`src/rtl/alib_extmem_arb.sv`:
```
// Round-robin arbiter that shares one single-beat alib_extmem writer among NUM_REQ requesters.
// Each grant runs one init pulse, waits for done (or timeout), then returns a one-hot completion.
module alib_extmem_arb #(
   parameter int NUM_REQ = 4,
   parameter int TIMEOUT = 1024,
   parameter int GW      = $clog2(NUM_REQ)
) (
   input  logic                  i_clk,
   input  logic                  i_rst,
   input  logic [NUM_REQ-1:0]    i_req_valid,
   output logic [NUM_REQ-1:0]    o_req_ready,
   input  logic [21*NUM_REQ-1:0] i_req_addr,
   input  logic [64*NUM_REQ-1:0] i_req_data,
   input  logic [31:0]           i_base_addr,
   output logic [NUM_REQ-1:0]    o_cpl_valid,
   output logic                  o_cpl_error,
   output logic [20:0]           o_wr_blockAddress,
   output logic [63:0]           o_wr_blockPayload,
   output logic [31:0]           o_wr_base_addr,
   output logic                  o_wr_init,
   input  logic                  i_wr_done,
   input  logic                  i_wr_error,
   output logic                  o_busy,
   output logic [GW-1:0]         o_grant_id,
   output logic                  o_timeout,
   output logic [31:0]           o_write_count
);

   localparam int CW = $clog2(TIMEOUT + 1);

   typedef enum logic [1:0] {IDLE, ISSUE, WAIT, CPL} state_t;

   state_t        state;
   logic [GW-1:0] last_grant;
   logic [GW-1:0] winner;
   logic [CW-1:0] wait_cnt;
   logic [20:0]   sel_addr;
   logic [63:0]   sel_data;
   logic          any_valid;
   logic          first_wait;
   logic          wait_expired;

   // Scan downward so the requester closest after 'last' is the final (winning) assignment.
   function automatic logic [GW-1:0] rr_pick(input logic [NUM_REQ-1:0] vld,
                                             input logic [GW-1:0]      last);
      logic [GW-1:0] pick;
      int            idx;
      pick = '0;
      for (int i = NUM_REQ; i >= 1; i--) begin
         idx = int'(last) + i;
         if (idx >= NUM_REQ) idx = idx - NUM_REQ;
         if (vld[idx[GW-1:0]]) pick = idx[GW-1:0];
      end
      return pick;
   endfunction

   always_comb begin
      winner   = rr_pick(i_req_valid, last_grant);
      sel_addr = '0;
      sel_data = '0;
      for (int k = 0; k < NUM_REQ; k++) begin
         if (GW'(k) == winner) begin
            sel_addr = i_req_addr[k*21 +: 21];
            sel_data = i_req_data[k*64 +: 64];
         end
      end
   end

   assign any_valid    = |i_req_valid;
   assign o_req_ready  = (state == IDLE && any_valid) ? (NUM_REQ'(1) << winner) : '0;
   assign o_busy       = (state != IDLE);
   assign first_wait   = (wait_cnt == '0);
   assign wait_expired = (wait_cnt == CW'(TIMEOUT - 1));

   always_ff @(posedge i_clk) begin
      if (i_rst) begin
         state             <= IDLE;
         last_grant        <= GW'(NUM_REQ - 1);
         wait_cnt          <= '0;
         o_grant_id        <= '0;
         o_wr_blockAddress <= '0;
         o_wr_blockPayload <= '0;
         o_wr_base_addr    <= '0;
         o_wr_init         <= 1'b0;
         o_cpl_valid       <= '0;
         o_cpl_error       <= 1'b0;
         o_timeout         <= 1'b0;
         o_write_count     <= '0;
      end else begin
         o_wr_init   <= 1'b0;
         o_cpl_valid <= '0;
         o_cpl_error <= 1'b0;
         case (state)
            IDLE: begin
               if (any_valid) begin
                  o_grant_id        <= winner;
                  o_wr_blockAddress <= sel_addr;
                  o_wr_blockPayload <= sel_data;
                  o_wr_base_addr    <= i_base_addr;
                  o_wr_init         <= 1'b1;
                  state             <= ISSUE;
               end
            end
            ISSUE: begin
               wait_cnt <= '0;
               state    <= WAIT;
            end
            WAIT: begin
               wait_cnt <= wait_cnt + 1'b1;
               // A done left over from the previous transaction can still be high in the first cycle.
               if (!first_wait && i_wr_done) begin
                  o_cpl_valid <= NUM_REQ'(1) << o_grant_id;
                  o_cpl_error <= i_wr_error;
                  state       <= CPL;
               end else if (wait_expired) begin
                  o_cpl_valid <= NUM_REQ'(1) << o_grant_id;
                  o_cpl_error <= 1'b1;
                  o_timeout   <= 1'b1;
                  state       <= CPL;
               end
            end
            CPL: begin
               o_write_count <= o_write_count + 32'd1;
               last_grant    <= o_grant_id;
               state         <= IDLE;
            end
            default: state <= IDLE;
         endcase
      end
   end

endmodule

```
`config.mk`:
```
export PLATFORM = sky130hd
export DESIGN_NAME = alib_extmem_arb
export DESIGN_NICKNAME = d
export VERILOG_FILES = /design/src/rtl/alib_extmem_arb.sv
export SDC_FILE = /design/constraint.sdc
export NUM_CORES = 1
export LEC_CHECK = 0
export CORE_AREA = 4 4 206 208
export CTS_BUF_LIST = sky130_fd_sc_hd__clkbuf_4 sky130_fd_sc_hd__clkbuf_8
export DETAILED_ROUTE_END_ITERATION = 10
export DIE_AREA = 0 0 210 212
export GPL_ROUTABILITY_DRIVEN = 0
export PLACE_DENSITY = 0.62
export SLEW_MARGIN = 20
export SYNTH_ARGS = -nofsm -noshare
export SYNTH_HDL_FRONTEND = slang
export SYNTH_SLANG_ARGS = --single-unit
```
`constraint.sdc`:
```
create_clock -name i_clk -period 2.4 [get_ports i_clk]
set_input_delay 0.24 -clock i_clk [delete_from_list [all_inputs] [get_ports i_clk]]
set_output_delay 0.24 -clock i_clk [all_outputs]
set_load 0.01 [all_outputs]
```
==> run summary <==
The number of synthesized register bits came out at between 150 and 200. Before CTS, the worst setup slack after placement is -0.3433 ns. The mapped netlist covers 8469 µm².

The fraction of registers with async set or reset after synthesis is 0. For this run, design rule violations remaining after detail routing come to 0. The required time at the endpoint of the critical path came out at between 2 and 3 ns.

In this run the most critical hold path is launched from i_base_addr[23]. around 540 I/O pins were placed. The die covers about 45000 µm².

The xor and xnor area share after synthesis came out at 0.03413. The final total negative setup slack is 0 ns. The worst path meets setup with 0.06385 ns of slack. The worst-margin pin slew came out at between 0.4 and 0.5 ns.

The maximum clock insertion buffer count is 2. The tree built by TritonCTS fans out to 173 sinks. Of the cells placed in the final design, the portion with a size suffix greater than 1 is 0.08931. The clock period minus final worst setup slack is 2.336 ns. The tree is rooted in a sky130_fd_sc_hd__clkbuf_8.

For this block, the routed nets add up to 40560 µm of wire. The number of global-route vias before repair is roughly 9800. The die width came out at 210 µm. The setup violation total in the final timing report came out at 0. The starting DRC count in detailed routing is 509.

The worst pin sits at a relative slew slack of 0.6686. The post-synth net total came out at 1358. The count of nets left with antenna violations after detail routing is 0. The most common cell after layout, fill and taps aside is sky130_fd_sc_hd__clkdlybuf4s50_1. The slowest stage of the critical path is the sky130_fd_sc_hd__clkdlybuf4s50_1 cell.

The count of buffers added on input and output ports is 542. The later pin in the worst-skew pair is clocked with a latency of 0.49 ns. The number of max-cap violations came out at 0. The synthesized area per cell came out at about 8.7 µm². Detailed placement ended at an HPWL of about 32000 µm. The site row count came out at 74. The count of different cell masters after synthesis is 51. The highest clock rate is 428.1 MHz. Setup repair after global routing could not meet its margin everywhere.

The clock tree from TritonCTS is yes. Summed over all layers, the global routing overflow is 0. The final number of max-transition violations is 0. The sequential fraction of the synthesis area came out at 0.4089. The endpoint arrival time on the critical path is 2.70 ns. The number of fill cells is approximately 4100. The setup path with the least slack is of type input port to register. The part of the cycle the worst path needs is 0.9734. The y dimension of the die is 212 µm.

The peak supply drop came out at 0.0004022 V. The number of antenna violations at the first check in global routing came out at 7. The largest single stage delay on the critical path is roughly 0.47 ns. The first global-routing pass estimated about 60000 µm of wire. The power per standard cell area is 807.3 nW/µm². Counting flops with a built-in enable in the synthesized netlist gives 0. The cell that appears most often on the critical path is sky130_fd_sc_hd__buf_12. In the synthesized netlist the dominant register cell turns out to be sky130_fd_sc_hd__dfxtp_1. The number of buffers created by CTS came out at 17. The routed wirelength normalized by instance count is 19.57 µm. The simple logic cell fraction of the synthesized area came out at 0.1576. The net count reported at finish came out at between 1500 and 2000.

The complex-gate fraction of the synthesized area is 0.2210. From synthesis to final layout, the design area changed by 81.92%. The count of final hold-check violations came out at 0. The overall via count from detail_route came out at roughly 9600. The endpoint class of the critical path is a register. The library cells used most frequently in the layout, excluding fill and tap cells, are sky130_fd_sc_hd__clkdlybuf4s50_1, sky130_fd_sc_hd__dfxtp_1, sky130_fd_sc_hd__nand2_1. The flow ran to the end, and the final reports show no timing, DRC or antenna violations. The overall fraction of global-route tracks in use is 0.1703.

The Yosys step of the flow raised 0 warnings. Summed over all cells, the static leakage comes to 5.544 nW. In this run the number of H-tree levels came out at 4. The post-synthesis share of cell area spent on full adders, half adders and majority gates came out at 0.01034. The synthesized netlist cell count is 971. The startpoint of the worst-slack reg-to-reg timing path is last_grant[0]. For this configuration, the core starts out at a cell density of 0.2088. The number of iterations in the first detailed-routing pass came out at 8. The critical path starts at i_req_valid[1]. The clock-pin slew of the registers on the worst-case setup and hold paths came out at 0.10 ns. The critical path buffer and inverter count is 6. In this design, the largest share of critical-path delay is due to buffers and inverters. The worst hold path belongs to the class input port to register.

By area, the combinational part of the netlist is dominated by compound AO/OA/AOI/OAI gates. Traced cell by cell, the critical path runs through clkdlybuf4s50_1 -> or2_4 -> a311oi_4 -> buf_4 -> buf_6 -> buf_12 -> buf_8 -> buf_12 -> mux2_4 -> a222oi_1 -> a211oi_1. The worst setup path is launched from an input port. The placeable core region came out at 40550 µm².

The maximum number of pins on one net before global-route repair is 93. The portion of netlist area occupied by mux cells came out at 0.1154. The largest fanout on the critical path is 8.

The maximum clock skew at final layout is a little under 0.02 ns. Using the TritonRoute via totals, the vias-per-cell ratio works out to 4.654.
[worst paths after layout]
path                           end  slack, ns  cells past startpoint
max           o_wr_blockAddress[6]       0.06                     11
min             o_wr_base_addr[23]       0.28                      3
max reg2reg   o_wr_blockAddress[6]       0.08                     10
min reg2reg  o_wr_blockPayload[23]       0.45                      2
[cell usage after synthesis (all sizes together), types with 9 or more instances]
master	number	area [µm²]
o21ai	79	395.4
a211oi	51	382.9
nor2	98	367.9
nand2	117	439.2
nand4	10	62.56
a21oi	44	220.2
nand3	14	70.07
clkbuf	67	252.7
buf	14	136.4
nor3	17	85.08
dfxtp	173	3463
a222oi	50	500.5
mux2	85	957.2
xnor2	25	219.0
nor4	9	56.30
inv	15	56.30
o22ai	35	219.0
[state kept, by name (all words and copies together) (netlist names), 4 cells and up]
register           count
o_wr_blockPayload     64
o_wr_base_addr        32
o_write_count         32
o_wr_blockAddress     21
wait_cnt              11
o_cpl_valid            4
[metal layers]
layer,vias up,track usage,share of wire
li1,4683,-,-
met1,4490,0.1935,0.39
met2,403,0.2963,0.50
met3,66,0.05401,0.081
met4,2,0.07156,0.035
met5,-,0,0.00032
[worst reg2reg max path: cells and delay by family (launching register included)]
| family | cells | cell delay, ns |
|---|---|---|
| compound gates | 3 | 0.72 |
| buf+inv | 5 | 0.67 |
| flops | 1 | 0.38 |
| mux | 1 | 0.30 |
| simple gates | 1 | 0.15 |
[report_power, final]
part	internal, mW	switching, mW
registers	3.63	0.450
clock network	0.969	1.16
logic	3.18	3.04
total	7.78	4.66
[area by class of cell]
class                   count  area [µm²]  area share
inverters                  15       56.30    0.003654
diodes                      6       15.01   0.0009745
clock buffers              19       255.2     0.01657
repair buffers            613        6172      0.4006
flip-flops and latches    173        3467      0.2250
clock inverters            12       137.6    0.008933
multi-input cells         702        4638      0.3010
well taps                 532       665.6     0.04320
[cell families after synthesis]
kind of cell | after synthesis
compound gates | 274
flops | 173
mux | 87
xor+xnor | 33
simple gates | 301
buf+inv | 96
fa+ha+maj | 7
[what timing repair did]
action,4_1_cts,5_1_grt
setup endpoints to repair,4,56
buffers inserted,3,10
gates resized for setup,10,21
pin swaps,1,20
hold endpoints to repair,5,0
hold buffers,1,0
gates cloned,0,2
[stage by stage]
step / instance area (µm²) / utilization / hold slack, ns / total power [mW] / cells
floorplan: 8469 / - / 0.3733 / 6.823 / 971
global placement: 14790 / 0.3646 / 0.4344 / 10.22 / 2022
detailed placement: 14790 / 0.3646 / 0.4403 / 10.29 / 2022
CTS: 15210 / 0.3751 / 0.2081 / 12.50 / 2057
global route: 15400 / 0.3799 / 0.2397 / 13.25 / 2071
finish: 15410 / 0.3799 / 0.2826 / 12.44 / 2072
No activity file was read; power rests on OpenSTA's default activity.
